===== src/rtl/count_pkg.sv =====
// Shared definitions for the counter-lab run-control block: FSM state
// encoding (also driven out on the debug/LED state port) and its width.
package count_pkg;

    localparam int STATE_W = 2;

    typedef enum logic [STATE_W-1:0] {
        S_IDLE   = 2'd0,
        S_RUN    = 2'd1,
        S_PAUSED = 2'd2,
        S_DONE   = 2'd3
    } state_t;

endpackage


===== src/rtl/count_sequencer_tick_divider.sv =====
// Prescaler for count_sequencer. While en is high the internal count
// advances once per clock. When the count equals div, step is asserted
// combinationally for that cycle and the count returns to zero, so one
// step is produced every div+1 enabled cycles. clr forces the count to
// zero and takes priority over en. With en low the count holds, which is
// how a pause keeps the partially elapsed period.
module tick_divider #(
    parameter int DIV_W = 4
) (
    input  logic             clk,
    input  logic             reset,
    input  logic             en,
    input  logic             clr,
    input  logic [DIV_W-1:0] div,
    output logic             step
);

    logic [DIV_W-1:0] cnt;

    assign step = en && (cnt == div);

    // Prescale count: clear, wrap on terminal value, or hold when not enabled.
    always_ff @(posedge clk or negedge reset) begin
        if (!reset) begin
            cnt <= '0;
        end else if (clr) begin
            cnt <= '0;
        end else if (en) begin
            if (cnt == div) begin
                cnt <= '0;
            end else begin
                cnt <= cnt + 1'b1;
            end
        end
    end

endmodule


===== src/rtl/count_sequencer.sv =====
// Run-control FSM and timebase for the counter-lab up-counters.
// Controls start, stop and pause are plain levels sampled on every rising
// edge, with stop taking precedence over start, and start over pause.
// limit, div and auto_reload are captured only when a run starts, so
// changing them mid-run has no effect until the next start. done is a
// registered one-cycle pulse on every terminal-count step.
module count_sequencer
    import count_pkg::*;
#(
    parameter int WIDTH = 2,
    parameter int DIV_W = 4
) (
    input  logic             clk,
    input  logic             reset,
    input  logic             start,
    input  logic             stop,
    input  logic             pause,
    input  logic             auto_reload,
    input  logic [WIDTH-1:0] limit,
    input  logic [DIV_W-1:0] div,
    output logic [WIDTH-1:0] count,
    output logic             busy,
    output logic             done,
    output logic [1:0]       state
);

    state_t           state_q;
    state_t           state_d;
    logic [WIDTH-1:0] count_q;
    logic [WIDTH-1:0] limit_q;
    logic [DIV_W-1:0] div_q;
    logic             reload_q;
    logic             done_q;

    logic             load;      // capture run settings and zero the counter
    logic             clr_div;   // zero the prescaler
    logic             tick_en;   // prescaler advances this cycle
    logic             tick;      // a counting step happens this cycle
    logic             term;      // counter sits at the captured terminal count

    // The prescaler only runs in RUN with neither pause nor stop sampled.
    assign tick_en = (state_q == S_RUN) && !pause && !stop;
    assign term    = (count_q == limit_q);

    tick_divider #(
        .DIV_W (DIV_W)
    ) u_tick_divider (
        .clk   (clk),
        .reset (reset),
        .en    (tick_en),
        .clr   (clr_div),
        .div   (div_q),
        .step  (tick)
    );

    // State register.
    always_ff @(posedge clk or negedge reset) begin
        if (!reset) begin
            state_q <= S_IDLE;
        end else begin
            state_q <= state_d;
        end
    end

    // Next-state and control decode; stop overrides everything else.
    always_comb begin
        state_d = state_q;
        load    = 1'b0;
        clr_div = 1'b0;
        if (stop) begin
            state_d = S_IDLE;
            clr_div = 1'b1;
        end else begin
            case (state_q)
                S_IDLE, S_DONE: begin
                    if (start) begin
                        load    = 1'b1;
                        clr_div = 1'b1;
                        state_d = S_RUN;
                    end
                end
                S_RUN: begin
                    if (pause) begin
                        state_d = S_PAUSED;
                    end else if (tick && term && !reload_q) begin
                        state_d = S_DONE;
                    end
                end
                S_PAUSED: begin
                    if (!pause) begin
                        state_d = S_RUN;
                    end
                end
                default: state_d = S_IDLE;
            endcase
        end
    end

    // Counter, captured run settings and the done pulse.
    always_ff @(posedge clk or negedge reset) begin
        if (!reset) begin
            count_q  <= '0;
            limit_q  <= '0;
            div_q    <= '0;
            reload_q <= 1'b0;
            done_q   <= 1'b0;
        end else begin
            done_q <= 1'b0;
            if (stop) begin
                count_q <= '0;
            end else if (load) begin
                limit_q  <= limit;
                div_q    <= div;
                reload_q <= auto_reload;
                count_q  <= '0;
            end else if (tick) begin
                if (term) begin
                    done_q <= 1'b1;
                    if (reload_q) begin
                        count_q <= '0;
                    end
                end else begin
                    count_q <= count_q + 1'b1;
                end
            end
        end
    end

    assign count = count_q;
    assign done  = done_q;
    assign state = state_q;
    assign busy  = (state_q == S_RUN) || (state_q == S_PAUSED);

endmodule


===== config.mk =====
export PLATFORM = sky130hd
export DESIGN_NAME = count_sequencer
export DESIGN_NICKNAME = d
export VERILOG_FILES = /design/src/rtl/count_pkg.sv /design/src/rtl/count_sequencer_tick_divider.sv /design/src/rtl/count_sequencer.sv
export SDC_FILE = /design/constraint.sdc
export NUM_CORES = 1
export LEC_CHECK = 0
export ABC_AREA = 0
export ABC_CLOCK_PERIOD_IN_PS = 1970
export BUFFER_PORTS_ARGS = -buffer_cell sky130_fd_sc_hd__buf_4
export CAP_MARGIN = 15
export CORE_MARGIN = 2
export CORE_UTILIZATION = 40
export CTS_BUF_LIST = sky130_fd_sc_hd__clkbuf_2
export DETAILED_ROUTE_END_ITERATION = 10
export GPL_ROUTABILITY_DRIVEN = 0
export SLEW_MARGIN = 10
export SYNTH_ARGS = -nofsm -noshare
export SYNTH_HDL_FRONTEND = slang
export SYNTH_HIERARCHICAL = 1
export SYNTH_SLANG_ARGS = --single-unit

===== constraint.sdc =====
create_clock -name clk -period 1.97 [get_ports clk]
set_clock_uncertainty 0.1 [all_clocks]
set_input_delay 0.394 -clock clk [delete_from_list [all_inputs] [get_ports clk]]
set_output_delay 0.394 -clock clk [all_outputs]
set_load 0.01 [all_outputs]

==> flow_summary.toml <==
[routing]
wire_per_inst_microns = 13.3
routed_wl_microns = 1830
met3_wirelength_microns = 86
first_pass_iters = 4
dr.max_layer_used = "met4"
via_per_inst = 5.28
wl_met1_microns = 855
vias = 723
drtIter0Drc = 11
remaining_drc_errors = 0
met2WireLength_microns = 860
ant_nets = 0

[logic_synthesis]
yosys-top-cells-area = "dfrtp_1 44%, mux2_2 9.9%, ha_1 4.1%"
postSynthAreaPerCell_sq_um = 10.8
synth_compound_area_share_pct = 13.0
synth_seq_cells = 16
synth.area.mux_share_pct = 11.0
synthSimpleGateAreaFrac_pct = 17.5
synth_top_family_by_area = "simple AND/OR/NAND/NOR gates"
synth_top_area_share_pct = 44.2
synth_adder_area_share_pct = 4.14
synth_largest_area_cell = "dfrtp_1"
ys.flop_type = "dfrtp_1"
synth_edf_count = 0
synthCells = 84
syn-num-nets = 99
synth-xor-area-share_pct = 6.63
synthArstFlopShare_pct = 100
synth_area_sq_um = 906
synth.distinct_cells = 32
ys_warn_count = 6
yosysSeqAreaShare_pct = 44.2

[placement]
place_worst_setup_slack_ns = 0.0916
post-dp-hpwl_microns = 1290
io_buffers = 17
dp_cells = 130

[clock_tree]
numClockSinks = 16
clk_pin_slew_ns = 0.16
clockRootBuffer = "clkbuf_2"
h-tree-depth = 1
cts_tree = "built"
clk_latency_ns = 0.29
cts_buffers = 3
clockBufferDepth = 2

[power]
powerDensity_nw_per_um2 = 810
power.leakage_nw = 0.502
peakVddDrop_mv = 0.455

[sta]
fin_tns_setup_ns = 0
slew-limit-headroom_pct = 65.2
hold_viol = 0
worst_pin_slew_ns = 0.518
drv_slew = 0
fin_ws_ns = 0.123
setup-violations-final = 0
fin_crit_sh_pct = 93.8
max_freq_mhz = 541
min_period_ns = 1.85

[global_route]
antenna_found_initial = 0
grt_first_pass_wirelength_microns = 3180
grt_max_degree = 17
track_usage_pct = 16.0
grt_overflow = 0
grt_pass1_vias = 695

[min_path]
hp-class = "input pin to flop"

[job]
cap_violations = 0

[layout]
final_nets = 125
fin_cells = 137
syn2layout_area_growth_pct = 26.4
diodes = 0
final_cell_mix = "21 x buf_4, 14 x dfrtp_1, 8 x mux2_2"
final_common_cell = "buf_4"
finalCoreUtilization_pct = 52.8
drive_above_1_share_pct = 38.5

[worst_setup_path]
regToRegSetupSlack_ns = 0.12
start_kind = "flop"
crit_type = "flop to flop"
setup.worst_path.start = "state[1]$_DFFE_PN0P_"
cp_max_fo = 9
r2r_end = "u_tick_divider/cnt[2]$_DFFE_PN0P_"
cp.required_ns = 2.07
r2r_cells = 8
crit_end = "u_tick_divider/cnt[2]$_DFFE_PN0P_"
timing.rr.start = "state[1]$_DFFE_PN0P_"
critPathArrivalTime_ns = 1.95
setup.worst_path.end_class = "flop"

[floorplan]
dieHeight_microns = 51.6
fp.coreArea_sq_um = 2170
rows = 17
die_x_microns = 51.6
initial_core_util_pct = 41.8
pin_count = 18
dieArea_sq_um = 2660

[outcome]
status = "finished, final reports clean"
sequential cells by signal, indices dropped and copies added, names as in the netlist:
signal              count
u_tick_divider/cnt      4
done                    1
count                   2
state                   2
limit_q                 2
reload_q                1
div_q                   4
Yosys cell counts (all sizes together) (3+ instances only):
cell type  number
nand3b          3
a31oi           3
dfrtp          16
inv             7
nand2b          4
ha              3
nand2           7
xor2            4
mux2            8
stage by stage:
step / instance area (sq um) / hold WS [ns] / power (mW)
after floorplan: 906 / -0.00159 / 0.665
after detailed placement: 1080 / 0.169 / 0.772
final: 1140 / 0.184 / 0.928
after CTS: 1110 / 0.165 / 0.926
after global placement: 1080 / 0.167 / 0.762
after global routing: 1140 / 0.160 / 0.996
worst min-delay path by stage:
stage / depth (start not counted) / slack (ns) / startpoint / endpoint
after floorplan: 0 / -0.002 / reset / count[0]$_DFFE_PN0P_
after global placement: 1 / 0.17 / reset / u_tick_divider/cnt[2]$_DFFE_PN0P_
after detailed placement: 1 / 0.17 / reset / u_tick_divider/cnt[2]$_DFFE_PN0P_
after CTS: 2 / 0.16 / stop / state[0]$_DFFE_PN0P_
after global routing: 2 / 0.16 / stop / state[0]$_DFFE_PN0P_
final: 2 / 0.18 / stop / state[0]$_DFFE_PN0P_
metal layers:
metal  global-route usage (%)  vias up
met5                        0        -
met4                     6.58        0
met3                     2.01        4
met2                     24.4       19
met1                     22.8      343
li1                         -      357
critical path, stage by stage (launching register included):
cell and delay (ns):
dfrtp_1 0.46, inv_1 0.08, ha_1 0.15, inv_1 0.08, nor3_2 0.17, buf_4 0.21, nand2_1 0.06, mux2_2 0.25
o32ai_1 0.21
area by class of cell:
cell class | instances | area [sq um]
fillers | 218 | 1020
multi-input cells | 60 | 494
flip-flops and latches | 16 | 403
repair buffers | 22 | 168
well taps | 28 | 35.0
inverters | 7 | 26.3
clock buffers | 3 | 15.0
clock inverters | 1 | 3.75
timing repair:
item | in CTS | in global routing
gates resized for setup | 0 | 7
setup endpoints to repair | 0 | 3
hold buffers | 1 | 0
endpoints found under the hold margin | 16 | 0
setup buffers | 0 | 2
where the power goes:
part	leakage [nW]	internal (mW)	switching, mW
Combinational	0.285	0.165	0.155
Clock	0.0140	0.0441	0.107
Sequential	0.203	0.393	0.0642
kinds of logic after synthesis:
family | Yosys count
buffers and inverters | 8
AND/OR/NAND/NOR | 27
multiplexers | 9
flip-flops | 16
adder cells (fa/ha/maj) | 3
AO/OA/AOI/OAI | 15
XOR/XNOR | 6
No activity file was read; power rests on OpenSTA's default activity.
